===== config.mk =====
export PLATFORM = sky130hd
export DESIGN_NAME = sumador_multiciclo
export DESIGN_NICKNAME = d
export VERILOG_FILES = /design/src/rtl/sumador_multiciclo.sv
export SDC_FILE = /design/constraint.sdc
export NUM_CORES = 1
export LEC_CHECK = 0
export CORE_MARGIN = 4
export CORE_UTILIZATION = 50
export CTS_CLUSTER_SIZE = 24
export DETAILED_ROUTE_END_ITERATION = 6
export PLACE_DENSITY = 0.76
export SYNTH_ARGS = -nofsm -noshare
export SYNTH_HDL_FRONTEND = slang
export SYNTH_SLANG_ARGS = --single-unit

===== constraint.sdc =====
create_clock -name clk -period 3.9 [get_ports clk]
set_input_delay 0.78 -clock clk [delete_from_list [all_inputs] [get_ports clk]]
set_output_delay 0.78 -clock clk [all_outputs]
set_load 0.05 [all_outputs]

===== src/rtl/sumador_multiciclo.sv =====
`default_nettype none
// ============================================================================
// sumador_multiciclo : WIDTH-bit adder evaluated CHUNK bits per clock with a
//                      registered carry; optional SUMADOR_OVF_EN adds 'ovf'.
// Revision 1.0
// ============================================================================
module sumador_multiciclo #(
    parameter int WIDTH = 32,
    parameter int CHUNK = 8
) (
    input  logic             clk,
    input  logic             rst_n,
    input  logic             in_valid,
    output logic             in_ready,
    input  logic [WIDTH-1:0] b1,
    input  logic [WIDTH-1:0] b2,
    input  logic             cin,
    output logic             out_valid,
    input  logic             out_ready,
    output logic [WIDTH-1:0] q,
`ifdef SUMADOR_OVF_EN
    output logic             ovf,
`endif
    output logic             cout
);

    localparam int NCHUNK = WIDTH / CHUNK;
    localparam int CNT_W  = (NCHUNK > 1) ? $clog2(NCHUNK) : 1;
    localparam int IDX_W  = (WIDTH > 1) ? $clog2(WIDTH) : 1;
    localparam logic [CNT_W-1:0] LAST_CNT = CNT_W'(NCHUNK - 1);

    generate
        if (CHUNK < 1 || CHUNK > WIDTH || (WIDTH % CHUNK) != 0) begin : g_bad_chunk
            $error("sumador_multiciclo: WIDTH must be a multiple of CHUNK");
        end
    endgenerate

    typedef enum logic [1:0] {
        S_IDLE = 2'd0,
        S_CALC = 2'd1,
        S_DONE = 2'd2
    } state_t;

    state_t             state_q, state_d;
    logic [CNT_W-1:0]   cnt_q, cnt_d;
    logic               carry_q, carry_d;
    logic [WIDTH-1:0]   opa_q, opa_d;
    logic [WIDTH-1:0]   opb_q, opb_d;
    logic [WIDTH-1:0]   acc_q, acc_d;
    logic [WIDTH-1:0]   q_q, q_d;
    logic               cout_q, cout_d;
`ifdef SUMADOR_OVF_EN
    logic               ovf_q, ovf_d;
    logic               msb_cin;
`endif

    logic [IDX_W-1:0]   base;
    logic [CHUNK-1:0]   sl_a;
    logic [CHUNK-1:0]   sl_b;
    logic [CHUNK:0]     sl_sum;

    // Current chunk of both operands and its carry-extended sum.
    always_comb begin
        base   = IDX_W'(cnt_q) * IDX_W'(CHUNK);
        sl_a   = opa_q[base +: CHUNK];
        sl_b   = opb_q[base +: CHUNK];
        sl_sum = {1'b0, sl_a} + {1'b0, sl_b} + (CHUNK+1)'(carry_q);
    end

`ifdef SUMADOR_OVF_EN
    // Carry into the top bit, recovered from the top bit's sum equation.
    assign msb_cin = sl_a[CHUNK-1] ^ sl_b[CHUNK-1] ^ sl_sum[CHUNK-1];
`endif

    always_comb begin
        state_d   = state_q;
        cnt_d     = cnt_q;
        carry_d   = carry_q;
        opa_d     = opa_q;
        opb_d     = opb_q;
        acc_d     = acc_q;
        q_d       = q_q;
        cout_d    = cout_q;
`ifdef SUMADOR_OVF_EN
        ovf_d     = ovf_q;
`endif
        in_ready  = 1'b0;
        out_valid = 1'b0;

        case (state_q)
            S_IDLE: begin
                in_ready = 1'b1;
                if (in_valid) begin
                    opa_d   = b1;
                    opb_d   = b2;
                    carry_d = cin;
                    cnt_d   = '0;
                    state_d = S_CALC;
                end
            end
            S_CALC: begin
                acc_d[base +: CHUNK] = sl_sum[CHUNK-1:0];
                carry_d              = sl_sum[CHUNK];
                cnt_d                = cnt_q + CNT_W'(1);
                if (cnt_q == LAST_CNT) begin
                    // acc_d already holds the slice written this cycle.
                    q_d     = acc_d;
                    cout_d  = sl_sum[CHUNK];
`ifdef SUMADOR_OVF_EN
                    ovf_d   = msb_cin ^ sl_sum[CHUNK];
`endif
                    cnt_d   = '0;
                    state_d = S_DONE;
                end
            end
            S_DONE: begin
                out_valid = 1'b1;
                if (out_ready) begin
                    state_d = S_IDLE;
                end
            end
            default: begin
                state_d = S_IDLE;
            end
        endcase
    end

    always_ff @(posedge clk or negedge rst_n) begin
        if (!rst_n) begin
            state_q <= S_IDLE;
            cnt_q   <= '0;
            carry_q <= 1'b0;
            opa_q   <= '0;
            opb_q   <= '0;
            acc_q   <= '0;
            q_q     <= '0;
            cout_q  <= 1'b0;
`ifdef SUMADOR_OVF_EN
            ovf_q   <= 1'b0;
`endif
        end else begin
            state_q <= state_d;
            cnt_q   <= cnt_d;
            carry_q <= carry_d;
            opa_q   <= opa_d;
            opb_q   <= opb_d;
            acc_q   <= acc_d;
            q_q     <= q_d;
            cout_q  <= cout_d;
`ifdef SUMADOR_OVF_EN
            ovf_q   <= ovf_d;
`endif
        end
    end

    assign q    = q_q;
    assign cout = cout_q;
`ifdef SUMADOR_OVF_EN
    assign ovf  = ovf_q;
`endif

endmodule
`default_nettype wire


== Word-level counts from Yosys, hierarchy flattened ==
Index checks and enable logic that the tools add are counted.
Cells by class
  $add $sub $neg: 4
  eq/ne operators: 6
  shift operators: 4
  muxes and demuxes: 12
  reductions and logical operators: 6
Operator list (number)
  $shiftx 32x6->8: 2
  $bwmux 32: 1
  $shift 8x7->32 const A: 1
  $shiftx 8x7->32: 1
  $mux 2: 5
  $add 8x8->9: 1
  $add 9x1->9: 1
  $neg 5->7: 1
  $ne 2x2->1 const B: 3
  $pmux 2 s3: 1
  $reduce_and 2->1: 3
  $eq 2x2->1 const B: 2
  $pmux 2 s2: 1
  $mux 1: 3
  $reduce_and 3->1: 1
  $add 2x1->2 const B: 1
  $eq 2x1->1 const B: 1
  $logic_not 2->1: 1
  $pmux 1 s2: 1
  $reduce_bool 2->1: 1
Storage, ports and cells
  register bits after elaboration: 134
  bits of input ports: 69
  output and inout port bits: 35

== Depth between registers and ports, before layout ==
  depth after elaboration: 5
  mapped depth: 10
  mapped depth without buffers: 9

== Least setup slack after synthesis ==
Ideal clock, no wire load.
  kind: register -> register
  start: register cnt_q[0]
  end: register acc_q[7]
  data arrival time: 2.678 ns
  path slack: 1.101 ns
  stages on the path, launching flop included: 10
  buffers on the path: 2
  cells stage by stage: dfrtp_1 -> buf_6 -> buf_4 -> mux4_2 -> ha_1 -> a21oi_1 -> o21ai_2 -> nand3b_4 -> and3_4 -> a22o_2
Between the ends
  longest elaborated chain between the ends: 5
  elaborated cells between the ends (all ways): 8
  classes of those cells: add/sub: 3; shift: 4; mux: 1
Ends and longest elaborated chain
  start, declared: line 45  | logic [CNT_W-1:0] cnt_q, cnt_d;
  start signal, assigned: line 143  | cnt_q <= cnt_d;
  $shiftx 32x6->8 (on tied branches): line 65, 66
  $add 8x8->9: line 67  | sl_sum = {1'b0, sl_a} + {1'b0, sl_b} + (CHUNK+1)'(carry_q);
  $add 9x1->9: line 67
  $shiftx 8x7->32: line 102  | acc_d[base +: CHUNK] = sl_sum[CHUNK-1:0];
  $bwmux 32 *: line 102
  end signal, assigned: line 135  | acc_q <= '0;
  end signal, assigned: line 147  | acc_q <= acc_d;
  end, declared: line 49  | logic [WIDTH-1:0] acc_q, acc_d;
Every way passes the cells marked *; elsewhere a longest branch is shown, timed or not.
A chain may end at the register's enable or synchronous reset.

== Final worst setup path ==
  start: register cnt_q[0]
  end: register q_q[26], in the netlist q[26]
Between the ends
  longest elaborated chain between the ends: 5
  elaborated cells between the ends (all ways): 10
  classes of those cells: add/sub: 3; eq/ne: 1; shift: 4; mux: 1; reduce/logical: 1
Ends and longest elaborated chain
  $shiftx 32x6->8 (on tied branches): line 65, 66
  $add 8x8->9: line 67
  $add 9x1->9: line 67
  $shiftx 8x7->32: line 102
  $bwmux 32: line 102
  end signal, assigned: line 148  | q_q <= q_d;
  end, declared: line 50  | logic [WIDTH-1:0] q_q, q_d;
Parallel ways exist; a longest one is shown, timed or not.

==> run metrics <==
Setup Buffers After CTS=0; count of state elements after synthesis=between 100 and 150; final net count=647; synthesized area per cell=between 10 and 15 µm²; DRC violation count after routing=0; routability cong.=0.9174; Port Buffers=103; effective utilization at floorplan=51.20%; highest achievable clock rate=~320 MHz; fin area=7888 µm²; cell area reported after detailed placement=7263 µm²; placed wire-length estimate=10.29 mm; Total Routed Length=14.68 mm; number of different library cells in the post-synthesis netlist=48; Ant. Diodes=0; Synth area leader=sky130_fd_sc_hd__dfrtp_1; Fin Hold WS=roughly 0.43 ns; H-tree depth=4; Largest stage delay, worst path=0.78 ns; I/O pin cnt=between 100 and 150; number of violations of the max-capacitance limit=0; initial antenna violation count=0; Area growth syn-to-layout=28.26%; final antenna-violating net count=0; leading post-synthesis cells by instance count=134 x sky130_fd_sc_hd__dfrtp_1, 48 x sky130_fd_sc_hd__mux2_2, 31 x sky130_fd_sc_hd__nor2_1; global-route total usage across every layer=21.57%; Worst R2R Path Depth=6; number of global-route vias before repair=4,512; Min Clock Period, post-route=3.167 ns; Post-Synthesis Net Count=543; final max-slew violation count=0; Critical Path Source=cnt_q[0]; setup violators final=0; asr flop ratio synth=100.0%; via density per instance=5.820; starting DRC count in detailed routing=between 200 and 300; Rel. slew slack=30.53%; TritonCTS clock tree=yes; GR Overflow Total=0; outcome=complete, no violations; netlist area before placement=slightly above 6000 µm²; crit path launch type=register; Die Wd=118.9 µm; last element of the critical path=q[26]; proportion of netlist area held by the largest area contributor=a little over half; most frequently used flop master after synthesis=sky130_fd_sc_hd__dfrtp_1; Crit. End Element=register; Final Skew=0.009128 ns; setup repair after global routing missed its margin=no; Critical Setup Path Class=reg2reg; fill cell instance count of the final layout=905; TritonCTS Buffers=17; wire length of the first global-routing pass=23.72 mm; count of flip-flops with a built-in enable after synthesis=0; final core utilization=65.67%; Critical path buffers and inverters=1; Tcrit/Tclk final=81.21%; post-cts sizing count=0; cell family with the largest share of critical-path delay=XOR/XNOR gates; total number of cells along the worst setup path=6; Max Buffers Root-to-Sink=2; routed via count=4,208; worst path required time=between 4 and 5 ns; number of warning messages in the yosys log=0; pin count of the biggest net entering global routing=69; average detailed-routed wire length per instance=a little over 20 µm; biggest area contributors in the synthesized netlist=sky130_fd_sc_hd__dfrtp_1 55%, sky130_fd_sc_hd__mux2_2 8.8%, sky130_fd_sc_hd__mux4_2 4.4%; Die Footprint=14,140 µm²; Cell Chain, Critical Path=buf_4 -> mux4_2 -> ha_1 -> xnor2_1 -> a221oi_1 -> nor2_1; Worst R2R Setup Slack=0.73 ns; post-synthesis instance total=459; Data arrival, critical path=about 3.5 ns; core area=12,010 µm²; leading cell type by number of instances after synthesis=sky130_fd_sc_hd__dfrtp_1; cell with the largest stage delay on the worst path=sky130_fd_sc_hd__xnor2_1; Hold Vio Cnt, Final=0; proportion of synthesized chip area in sequential cells=54.53%; clock-pin slew reported for the worst setup and hold paths after clock tree synthesis=0.06 ns; count of standard-cell rows=40; number of iterations in the first detailed-routing pass=4; FF-to-FF Start=cnt_q[0]; summed negative setup slack over all endpoints=0 ns; Max FO, Critical Path=16; class of the worst hold path=in2async; number of sinks handled by clock tree synthesis=between 100 and 150; Post-CTS Hold Buffers=0; Reg2Reg Capture Point=q[26]; Die Y-Extent=118.9 µm; fraction of final layout cells sized beyond drive strength 1=20.31%; Worst Tran Pin Value=between 1 and 1.5 ns; clock latency of the later-clocked register in the worst-skew pair=0.41 ns; buffer type at the clock tree root=sky130_fd_sc_hd__clkbuf_16
==> cells by family after synthesis <==
kind of cell / Yosys count / share of synthesized area, %
muxes: 80 / 17.82
buffers and inverters: 37 / 3.418
adders and majority gates: 15 / 3.296
xor gates and xnor gates: 5 / 0.8344
AOI/OAI and AO/OA: 104 / 12.39
and+or+nand+nor: 84 / 7.711
DFF: 134 / 54.53
==> layout by cell type (no fill, tap or decap), types with 3 or more instances in the layout <==
| cell type | instances |
|---|---|
| sky130_fd_sc_hd__and3_1 | 12 |
| sky130_fd_sc_hd__nand2b_1 | 4 |
| sky130_fd_sc_hd__and2_1 | 5 |
| sky130_fd_sc_hd__a22oi_1 | 8 |
| sky130_fd_sc_hd__ha_1 | 13 |
| sky130_fd_sc_hd__inv_1 | 11 |
| sky130_fd_sc_hd__o31ai_1 | 4 |
| sky130_fd_sc_hd__buf_4 | 7 |
| sky130_fd_sc_hd__dfrtp_1 | 134 |
| sky130_fd_sc_hd__mux2_1 | 16 |
| sky130_fd_sc_hd__mux2_2 | 48 |
| sky130_fd_sc_hd__xnor2_1 | 3 |
| sky130_fd_sc_hd__clkbuf_16 | 17 |
| sky130_fd_sc_hd__clkdlybuf4s50_1 | 102 |
| sky130_fd_sc_hd__bufinv_16 | 4 |
| sky130_fd_sc_hd__a22o_2 | 8 |
| sky130_fd_sc_hd__clkinvlp_4 | 4 |
| sky130_fd_sc_hd__o21ai_1 | 4 |
| sky130_fd_sc_hd__a22o_1 | 24 |
| sky130_fd_sc_hd__mux4_1 | 4 |
| sky130_fd_sc_hd__a221oi_1 | 13 |
| sky130_fd_sc_hd__a21oi_1 | 15 |
| sky130_fd_sc_hd__o21ai_0 | 17 |
| sky130_fd_sc_hd__nand2_1 | 20 |
| sky130_fd_sc_hd__mux4_2 | 12 |
| sky130_fd_sc_hd__nor2_1 | 31 |
==> how the worst min path moves through the flow <==
| stage | start | endpoint | cells past startpoint |
|---|---|---|---|
| floorplan | opb_q[15] | opb_q[15] | 1 |
| global placement | opb_q[5] | opb_q[5] | 1 |
| detailed placement | opb_q[18] | opb_q[18] | 1 |
| CTS | rst_n | opa_q[14] | 1 |
| global route | rst_n | opa_q[31] | 1 |
| finish | rst_n | opa_q[31] | 1 |
==> state kept, by name (all words and copies together) (netlist names) <==
name     flops
state_q      2
opb_q       32
q           32
cout         1
carry_q      1
cnt_q        2
acc_q       32
opa_q       32
==> metrics by stage <==
stage / worst slack [ns] / instances
floorplan: 1.101 / 459
global placement: 0.8837 / 691
detailed placement: 0.7505 / 691
CTS: 0.7359 / 723
global route: 0.4932 / 723
finish: 0.7327 / 723
==> metal layers <==
layer | track usage (%) | wire length [µm]
met1 | 26.37 | 5928
met5 | 0 | 0
met4 | 9.341 | 425
met3 | 5.223 | 700
met2 | 36.55 | 7627
==> cell type report <==
type | count | area (µm²) | share of cell area [%]
inverter | 12 | 45.04 | 0.5711
timing repair buffer | 110 | 1094 | 13.86
clock inverter | 12 | 177.7 | 2.253
clock buffer | 20 | 446.7 | 5.663
multi-input combinational | 288 | 2587 | 32.80
tap | 147 | 183.9 | 2.332
sequential | 134 | 3353 | 42.51
Power is not shown: default switching activity piles up to over one toggle a cycle in this logic, so the estimate is an artifact.
